==> src/rtl/mem_stage_hs_pkg.sv <==
// Shared constants and types for the memory stage with external handshake.
// Holds default widths, the access FSM state encoding and the size encoding.
// Imported by mem_stage_hs and mem_lane_align.
package mem_stage_hs_pkg;

  localparam int WORD_WIDTH     = 32;
  localparam int REG_FILE_DEPTH = 16;

  // Access sequencer states
  typedef enum logic [1:0] {
    ST_IDLE = 2'd0,
    ST_BUSY = 2'd1,
    ST_DONE = 2'd2
  } mem_state_t;

  // Access size encoding (matches the size_byte port)
  localparam logic SIZE_WORD = 1'b0;
  localparam logic SIZE_BYTE = 1'b1;

endpackage

==> src/rtl/mem_lane_align.sv <==
// Byte-lane steering: byte enables, replicated store data and load extraction.
// Purely combinational, zero latency.
// No flow control; outputs follow size/lane/data inputs directly.
module mem_lane_align
  import mem_stage_hs_pkg::*;
#(
  parameter int DATA_W = WORD_WIDTH,
  parameter int LANE_W = 2
) (
  input  logic                  size_byte,
  input  logic [LANE_W-1:0]     lane,
  input  logic [DATA_W-1:0]     wdata,
  input  logic [DATA_W-1:0]     rdata,
  output logic [DATA_W/8-1:0]   be,
  output logic [DATA_W-1:0]     wdata_rep,
  output logic [DATA_W-1:0]     rdata_ext
);

  localparam int NB = DATA_W / 8;

  // Word accesses use the full bus; byte accesses touch one lane only
  always_comb begin
    be        = '1;
    wdata_rep = wdata;
    rdata_ext = rdata;
    if (size_byte == SIZE_BYTE) begin
      be            = '0;
      be[lane]      = 1'b1;
      wdata_rep     = {NB{wdata[7:0]}};
      rdata_ext     = '0;
      rdata_ext[7:0] = rdata[lane*8 +: 8];
    end
  end

endmodule

==> src/rtl/mem_stage_hs.sv <==
// Memory pipeline stage driving a variable-latency external port via req/ready.
// Latency: 3 cycles minimum (IDLE, BUSY, DONE), +1 per BUSY cycle without ready.
// Backpressure: freeze stalls upstream from access accept until ready; optional
// misaligned-word trap enabled by defining MEM_ALIGN_CHECK_EN.
module mem_stage_hs
  import mem_stage_hs_pkg::*;
#(
  parameter int DATA_W    = WORD_WIDTH,
  parameter int ADDR_W    = 32,
  parameter int DST_W     = $clog2(REG_FILE_DEPTH),
  parameter int BASE_ADDR = 1024
) (
  input  logic                clk,
  input  logic                rst,
  input  logic                mem_read,
  input  logic                mem_write,
  input  logic                size_byte,
  input  logic                WB_en,
  input  logic [DST_W-1:0]    dst,
  input  logic [DATA_W-1:0]   ALU_res,
  input  logic [DATA_W-1:0]   val_Rm,
  output logic                freeze,
  output logic                mem_read_out,
  output logic                WB_en_out,
  output logic [DST_W-1:0]    dst_out,
  output logic [DATA_W-1:0]   ALU_res_out,
  output logic [DATA_W-1:0]   mem_out,
  output logic                align_fault,
  output logic                ext_req,
  output logic                ext_we,
  output logic [ADDR_W-1:0]   ext_addr,
  output logic [DATA_W-1:0]   ext_wdata,
  output logic [DATA_W/8-1:0] ext_be,
  input  logic                ext_ready,
  input  logic [DATA_W-1:0]   ext_rdata
);

  localparam int NB     = DATA_W / 8;
  localparam int LANE_W = (NB > 1) ? $clog2(NB) : 1;

  mem_state_t          state;
  logic                req_q;
  logic                we_q;
  logic                size_q;
  logic [LANE_W-1:0]   lane_q;
  logic [ADDR_W-1:0]   addr_q;
  logic [DATA_W-1:0]   wdata_q;
  logic [NB-1:0]       be_q;
  logic [DATA_W-1:0]   data_q;

  logic                access;
  logic                fault;
  logic [ADDR_W-1:0]   addr_raw;
  logic [ADDR_W-1:0]   addr_word;
  logic [LANE_W-1:0]   lane_in;
  logic                size_sel;
  logic [LANE_W-1:0]   lane_sel;
  logic [NB-1:0]       be_nxt;
  logic [DATA_W-1:0]   wdata_nxt;
  logic [DATA_W-1:0]   rdata_ext;

  assign access    = mem_read | mem_write;
  assign addr_raw  = ADDR_W'(ALU_res) - ADDR_W'(BASE_ADDR);
  assign addr_word = addr_raw & ~ADDR_W'(NB - 1);
  assign lane_in   = addr_raw[LANE_W-1:0];

`ifdef MEM_ALIGN_CHECK_EN
  // A misaligned word access is refused in IDLE and flagged for one cycle
  assign fault = (state == ST_IDLE) && access && (size_byte == SIZE_WORD) &&
                 (lane_in != '0);
`else
  assign fault = 1'b0;
`endif

  // In IDLE the lane steering works on the live request (for latching);
  // afterwards it works on the latched request (for load extraction)
  assign size_sel = (state == ST_IDLE) ? size_byte : size_q;
  assign lane_sel = (state == ST_IDLE) ? lane_in : lane_q;

  mem_lane_align #(
    .DATA_W (DATA_W),
    .LANE_W (LANE_W)
  ) u_lane (
    .size_byte (size_sel),
    .lane      (lane_sel),
    .wdata     (val_Rm),
    .rdata     (ext_rdata),
    .be        (be_nxt),
    .wdata_rep (wdata_nxt),
    .rdata_ext (rdata_ext)
  );

  // Access sequencer: latch request in IDLE, hold it in BUSY until ready
  always_ff @(posedge clk or posedge rst) begin
    if (rst) begin
      state   <= ST_IDLE;
      req_q   <= 1'b0;
      we_q    <= 1'b0;
      size_q  <= 1'b0;
      lane_q  <= '0;
      addr_q  <= '0;
      wdata_q <= '0;
      be_q    <= '0;
      data_q  <= '0;
    end else begin
      case (state)
        ST_IDLE: begin
          if (access && !fault) begin
            addr_q  <= (size_byte == SIZE_WORD) ? addr_word : addr_raw;
            wdata_q <= wdata_nxt;
            be_q    <= be_nxt;
            we_q    <= mem_write;
            size_q  <= size_byte;
            lane_q  <= lane_in;
            req_q   <= 1'b1;
            state   <= ST_BUSY;
          end
        end
        ST_BUSY: begin
          if (ext_ready) begin
            req_q <= 1'b0;
            // A store (including read+write) leaves the load data untouched
            if (!we_q) data_q <= rdata_ext;
            state <= ST_DONE;
          end
        end
        ST_DONE: state <= ST_IDLE;
        default: state <= ST_IDLE;
      endcase
    end
  end

  assign freeze       = ((state == ST_IDLE) && access && !fault) || (state == ST_BUSY);
  assign WB_en_out    = WB_en & ~freeze & ~fault;
  assign mem_read_out = mem_read & ~freeze & ~fault;
  assign dst_out      = dst;
  assign ALU_res_out  = ALU_res;
  assign mem_out      = data_q;
  assign align_fault  = fault;
  assign ext_req      = req_q;
  assign ext_we       = we_q;
  assign ext_addr     = addr_q;
  assign ext_wdata    = wdata_q;
  assign ext_be       = be_q;

endmodule

==> config.mk <==
export PLATFORM = sky130hd
export DESIGN_NAME = mem_stage_hs
export DESIGN_NICKNAME = d
export VERILOG_FILES = /design/src/rtl/mem_stage_hs_pkg.sv /design/src/rtl/mem_lane_align.sv /design/src/rtl/mem_stage_hs.sv
export SDC_FILE = /design/constraint.sdc
export NUM_CORES = 1
export LEC_CHECK = 0
export BUFFER_PORTS_ARGS = -buffer_cell sky130_fd_sc_hd__buf_2
export CAP_MARGIN = 10
export CORE_MARGIN = 2
export CORE_UTILIZATION = 51
export DETAILED_ROUTE_END_ITERATION = 8
export PLACE_DENSITY = 0.86
export REMOVE_ABC_BUFFERS = 1
export SLEW_MARGIN = 20
export SYNTH_ARGS = -nofsm -noshare
export SYNTH_HDL_FRONTEND = slang
export SYNTH_HIERARCHICAL = 1
export SYNTH_SLANG_ARGS = --single-unit
==> constraint.sdc <==
create_clock -name clk -period 13.5 [get_ports clk]
set_clock_uncertainty 0.2 [all_clocks]
set_input_delay 4.05 -clock clk [delete_from_list [all_inputs] [get_ports clk]]
set_output_delay 4.05 -clock clk [all_outputs]
set_load 0.02 [all_outputs]
# Yosys cells after proc, flatten, opt, wreduce, memory -nomap -nowiden
# Cells that the tools add are included.
# op_classes
n_addsub,1
n_lt_le_gt_ge,2
eq_ne,3
shift,1
mux,14
bitwise,5
n_reduce_logical,9
# ops
cell,n
$mux W32,2
$shiftx A32 B6 Y8,1
$sub A32 B11 Y32 const B,1
$mux W2,4
$reduce_and A3 Y1,2
$mux W1,4
$mux W4,1
$ne A2 B2 Y1 const B,2
$pmux W2 S2,1
$reduce_and A2 Y1,2
$lt A2 B3 Y1 const B,1
$and A1 B1 Y1,2
$demux W1 S2,1
$eq A2 B1 Y1 const B,1
$ge A2 B1 Y1 const B,1
$logic_and A1 B1 Y1,2
$logic_not A2 Y1,1
$not A1 Y1,2
$pmux W1 S2,1
$reduce_bool A2 Y1,1
$logic_or A1 B1 Y1,1
$or A1 B1 Y1,1
# word_totals
ff_bits,107
input_bits,107
word_cells,44

# Longest topological paths before layout
# logic_depth
word_depth,7
mapped_depth,8
mapped_depth_nobuf,6

# Modules after synthesis
# Netlist, hierarchy kept.
# by_module_without_submodules
mod,n_inst,cells_per_inst,area_each_um2
mem_stage_hs,1,464,4677.0
mem_lane_align,1,138,887.1

# Worst setup path after synthesis
# Ideal clock, no wire load.
# synth_path
kind,input-to-output
from,input port mem_write
to,output port WB_en_out
arrival_ns,4.900
setup_slack_ns,4.350
stages,3
path_buffers,1
path_cell_list,o21ai_1 buf_1 and3_1
# synth_between
elab_chain_cells,5
# synth_lines
item,line,rtl
"start, declared",mem_stage_hs.sv:16,"input logic mem_write,"
$or A1 B1 Y1,mem_stage_hs.sv:62,assign access = mem_read | mem_write;
$logic_and A1 B1 Y1,mem_stage_hs.sv:133,assign freeze = ((state == ST_IDLE) && access && !fault) || (state == ST_BUSY);
$logic_or A1 B1 Y1,mem_stage_hs.sv:133,
$not A1 Y1,mem_stage_hs.sv:134,assign WB_en_out = WB_en & ~freeze & ~fault;
$and A1 B1 Y1,mem_stage_hs.sv:134,
"end, declared",mem_stage_hs.sv:24,"output logic WB_en_out,"
# Every way passes these cells.

# Final worst setup path
# Same ends and word-level chain as after synthesis.

==> impl_metrics.csv <==
group,metric,value,unit
outcome,status,"completed",
cells_and_area,multiInputGateArea,2240,um2
setup_path,worstPathArrival,5780,ps
synth,yosys_warnings,6,
timing,clock.fmax,0.0997,GHz
clocking,clockRootBuffer,"clkbuf_8",
timing,setup_ws,3470,ps
power,pwr-share-clk,0.136,
die,start_util,0.518,
die,dieArea,11800,um2
cells_and_area,drive_gt1_frac,0.395,
die,die_x,108,um
cells_and_area,nNetsFinal,887,
synth,yosysTopAreaCell,"dfrtp_1",
clocking,ctsHoldBuffers,0,
setup_path,crit_fanout,49,
synth,synth.distinct_cells,40,
cells_and_area,stdcell_area,6700,um2
die,core_area,10700,um2
route,wl_per_cell,14.2,um
route,ant_nets,0,
setup_path,end_kind,"output pin",
min_path,min_path_type,"reg2reg",
power,cellLeakagePower,3.59,nW
placement,gp_congestion,0.774,
global_route,grt_pass1_wl,20.3,mm
route,highest_layer,"met4",
flow_run,max_cap_viol_count,0,
setup_path,required,9250,ps
route,wirelength,13.1,mm
cells_and_area,instances_no_fill,924,
cells_and_area,layout.area.seq,2680,um2
clocking,cts.clk_slew.worst_paths,90,ps
clocking,cts_tree,"built",
synth,ys_ff_latch,107,
global_route,antenna_found_initial,0,
placement,dp_hpwl,9.55,mm
route,dr.first_iter.drc_count,290,
setup_path,start_kind,"input port",
clocking,h-tree-depth,3,
placement,postPlaceCellArea,6470,um2
synth,yosys-top-cells-area,"dfrtp_1, nand2_1, mux2_2, buf_4, o21ai_0",
timing,setup_tns,0,ps
synth,syn_area_per_cell,9.24,um2
power,seq_power_share,0.347,
synth,netlist_instances,602,
route,avgViaCountPerCell,5.09,
die,dieHeight,108,um
route,wl_met1,5.08,mm
timing,finalSetupViolCount,0,
clocking,cts_max_path_buffers,2,
synth,yosysSeqAreaShare,0.481,
timing,drv_slew,0,
clocking,clkLatencyLatePin,360,ps
power,p_int,0.000884,W
timing,fin_crit_sh,0.743,
placement,port_buffers,239,
global_route,grt_start_max_net_pins,69,
clocking,cts_setup_buffers,0,
cells_and_area,diodes,0,
route,post-route-drc-count,0,
cells_and_area,syn2layout_area_growth,20.4,%
placement,dp.cells,908,
power,power.density,240,nW/um2
timing,fin_crit,10030,ps
clocking,numClockSinks,107,
die,io_pins,249,
timing,relSlewSlack,0.436,
power,combPwrFrac,0.516,
global_route,grt_pass1_vias,4411,
timing,rsz0062_at_grt,"no",
power,vdd_drop_max,0.119,mV
route,met3_length,1.11,mm
route,vias,4700,
power,sw_frac_of_total,0.450,
route,wl_met2,6.69,mm
clocking,cts_inserted_buffers,9,
synth,netlist_area,5560,um2
setup_path,crit_type,"in2out",
timing,worst_pin_slew,844,ps
die,placement_rows,38,
clocking,post_cts_resize_count,0,
power,p_switching,0.000722,W
timing,final-hold-violation-count,0,
synth,synth.top_cell.area_share,0.481,
global_route,grt_overflow_total,0,
route,dr.pass1.iters,5,
cells_and_area,fillers,936,
placement,dp_slack,3460,ps
global_route,grt.total_usage,0.219,
[per-layer routing]
| metal | up-vias | global-route usage |
|---|---|---|
| li1 | 2283 | - |
| met1 | 2187 | 0.253 |
| met2 | 215 | 0.401 |
| met3 | 15 | 0.0452 |
| met4 | 0 | 0.0778 |
| met5 | - | 0 |
[kinds of logic (layout without fill, tap and decap cells)]
| group | after synthesis | count (layout) | synth area share |
|---|---|---|---|
| and+or+nand+nor | 254 | 254 | 0.210 |
| buffers and inverters | 116 | 298 | 0.119 |
| DFF | 107 | 107 | 0.481 |
| AOI/OAI and AO/OA | 69 | 69 | 0.0846 |
| muxes | 43 | 43 | 0.0852 |
| xor gates and xnor gates | 11 | 11 | 0.0173 |
| adders and majority gates | 1 | 1 | 0.00225 |
| other | 1 | 1 | 0.000674 |
[metrics by stage]
step,power [W],util,hold slack (ps)
global placement,0.00138,0.602,248
CTS,0.00162,0.623,277
global route,0.00173,0.623,295
floorplan,0.00110,-,242
detailed placement,0.00140,0.602,255
finish,0.00161,0.623,275
[cells in the mapped netlist]
cell / number
nand2_1: 173
nor4_1: 6
buf_1: 1
buf_2: 10
nor2b_1: 24
ha_1: 1
or2_2: 3
nand3b_1: 2
nand4b_1: 1
o21ai_0: 43
xor2_1: 1
a22o_1: 1
o21a_1: 1
nand2b_1: 1
mux2_2: 35
o41ai_1: 1
o21ai_1: 1
nand3_1: 3
a31oi_1: 8
nor3_1: 3
mux2i_1: 8
o21ai_4: 1
dfrtp_1: 107
or4_1: 9
nor2_1: 13
buf_4: 45
xnor2_1: 10
buf_6: 4
buf_12: 1
and3_1: 1
or4b_1: 1
clkbuf_1: 17
a221oi_2: 8
or3_1: 4
o31ai_1: 4
nor4bb_1: 8
o311ai_0: 1
conb_1: 1
and2_1: 2
inv_1: 38
[registers in the layout, summed over array words and instances (netlist names)]
register / cells
ext_wdata: 32
ext_req: 1
size_q: 1
ext_be: 4
ext_we: 1
mem_out: 32
state: 2
ext_addr: 32
lane_q: 2
[layout by cell type (no fill, tap or decap), types with 2 or more instances in the layout]
cell       instances
buf_2            239
nand2_1          173
dfrtp_1          107
o21ai_0           43
inv_1             37
mux2_2            35
nor2b_1           24
nor2_1            12
clkbuf_8          11
xnor2_1           10
or4_1              9
a31oi_1            8
mux2i_1            8
nor4bb_1           8
a221oi_2           8
nor4_1             6
buf_4              5
o31ai_1            4
or3_1              4
nand3_1            3
nor3_1             3
or2_2              3
nand3b_1           2
o21ai_4            2
and2_1             2
bufinv_16          2
[final timing paths]
path,start,endpoint,slack [ps],depth (start not counted)
min,ext_addr[1]$_DFFE_PP0P_,ext_addr[1]$_DFFE_PP0P_,280,2
max in group asynchronous,rst,mem_out[22]$_DFFE_PP0P_,8380,3
max,mem_write,WB_en_out,3470,5
min in group asynchronous,rst,ext_wdata[8]$_DFFE_PP0P_,3560,2
max reg2reg,state[0]$_DFFE_PP0P_,mem_out[4]$_DFFE_PP0P_,10730,6
min reg2reg,ext_addr[1]$_DFFE_PP0P_,ext_addr[1]$_DFFE_PP0P_,280,2
[power by group through the flow]
stage               Sequential, W  Combinational [W]  Clock (W)
finish                   0.000557           0.000830   0.000219
global placement         0.000556           0.000820          0
detailed placement       0.000563           0.000837          0
CTS                      0.000558           0.000838   0.000226
floorplan                0.000745           0.000359          0
global route             0.000577           0.000909   0.000239
[critical path: stages]
cell	delay (ps)
buf_2	130
o21ai_4	670
buf_4	530
and3_1	210
buf_2	160
[final cells by class]
| class | instances | area share |
|---|---|---|
| multi-input combinational | 379 | 0.334 |
| sequential | 107 | 0.400 |
| timing repair buffer | 244 | 0.184 |
| tap | 140 | 0.0262 |
| inverter | 38 | 0.0217 |
| clock buffer | 12 | 0.0232 |
| clock inverter | 4 | 0.0108 |
Power figures use the tool's default switching activity.
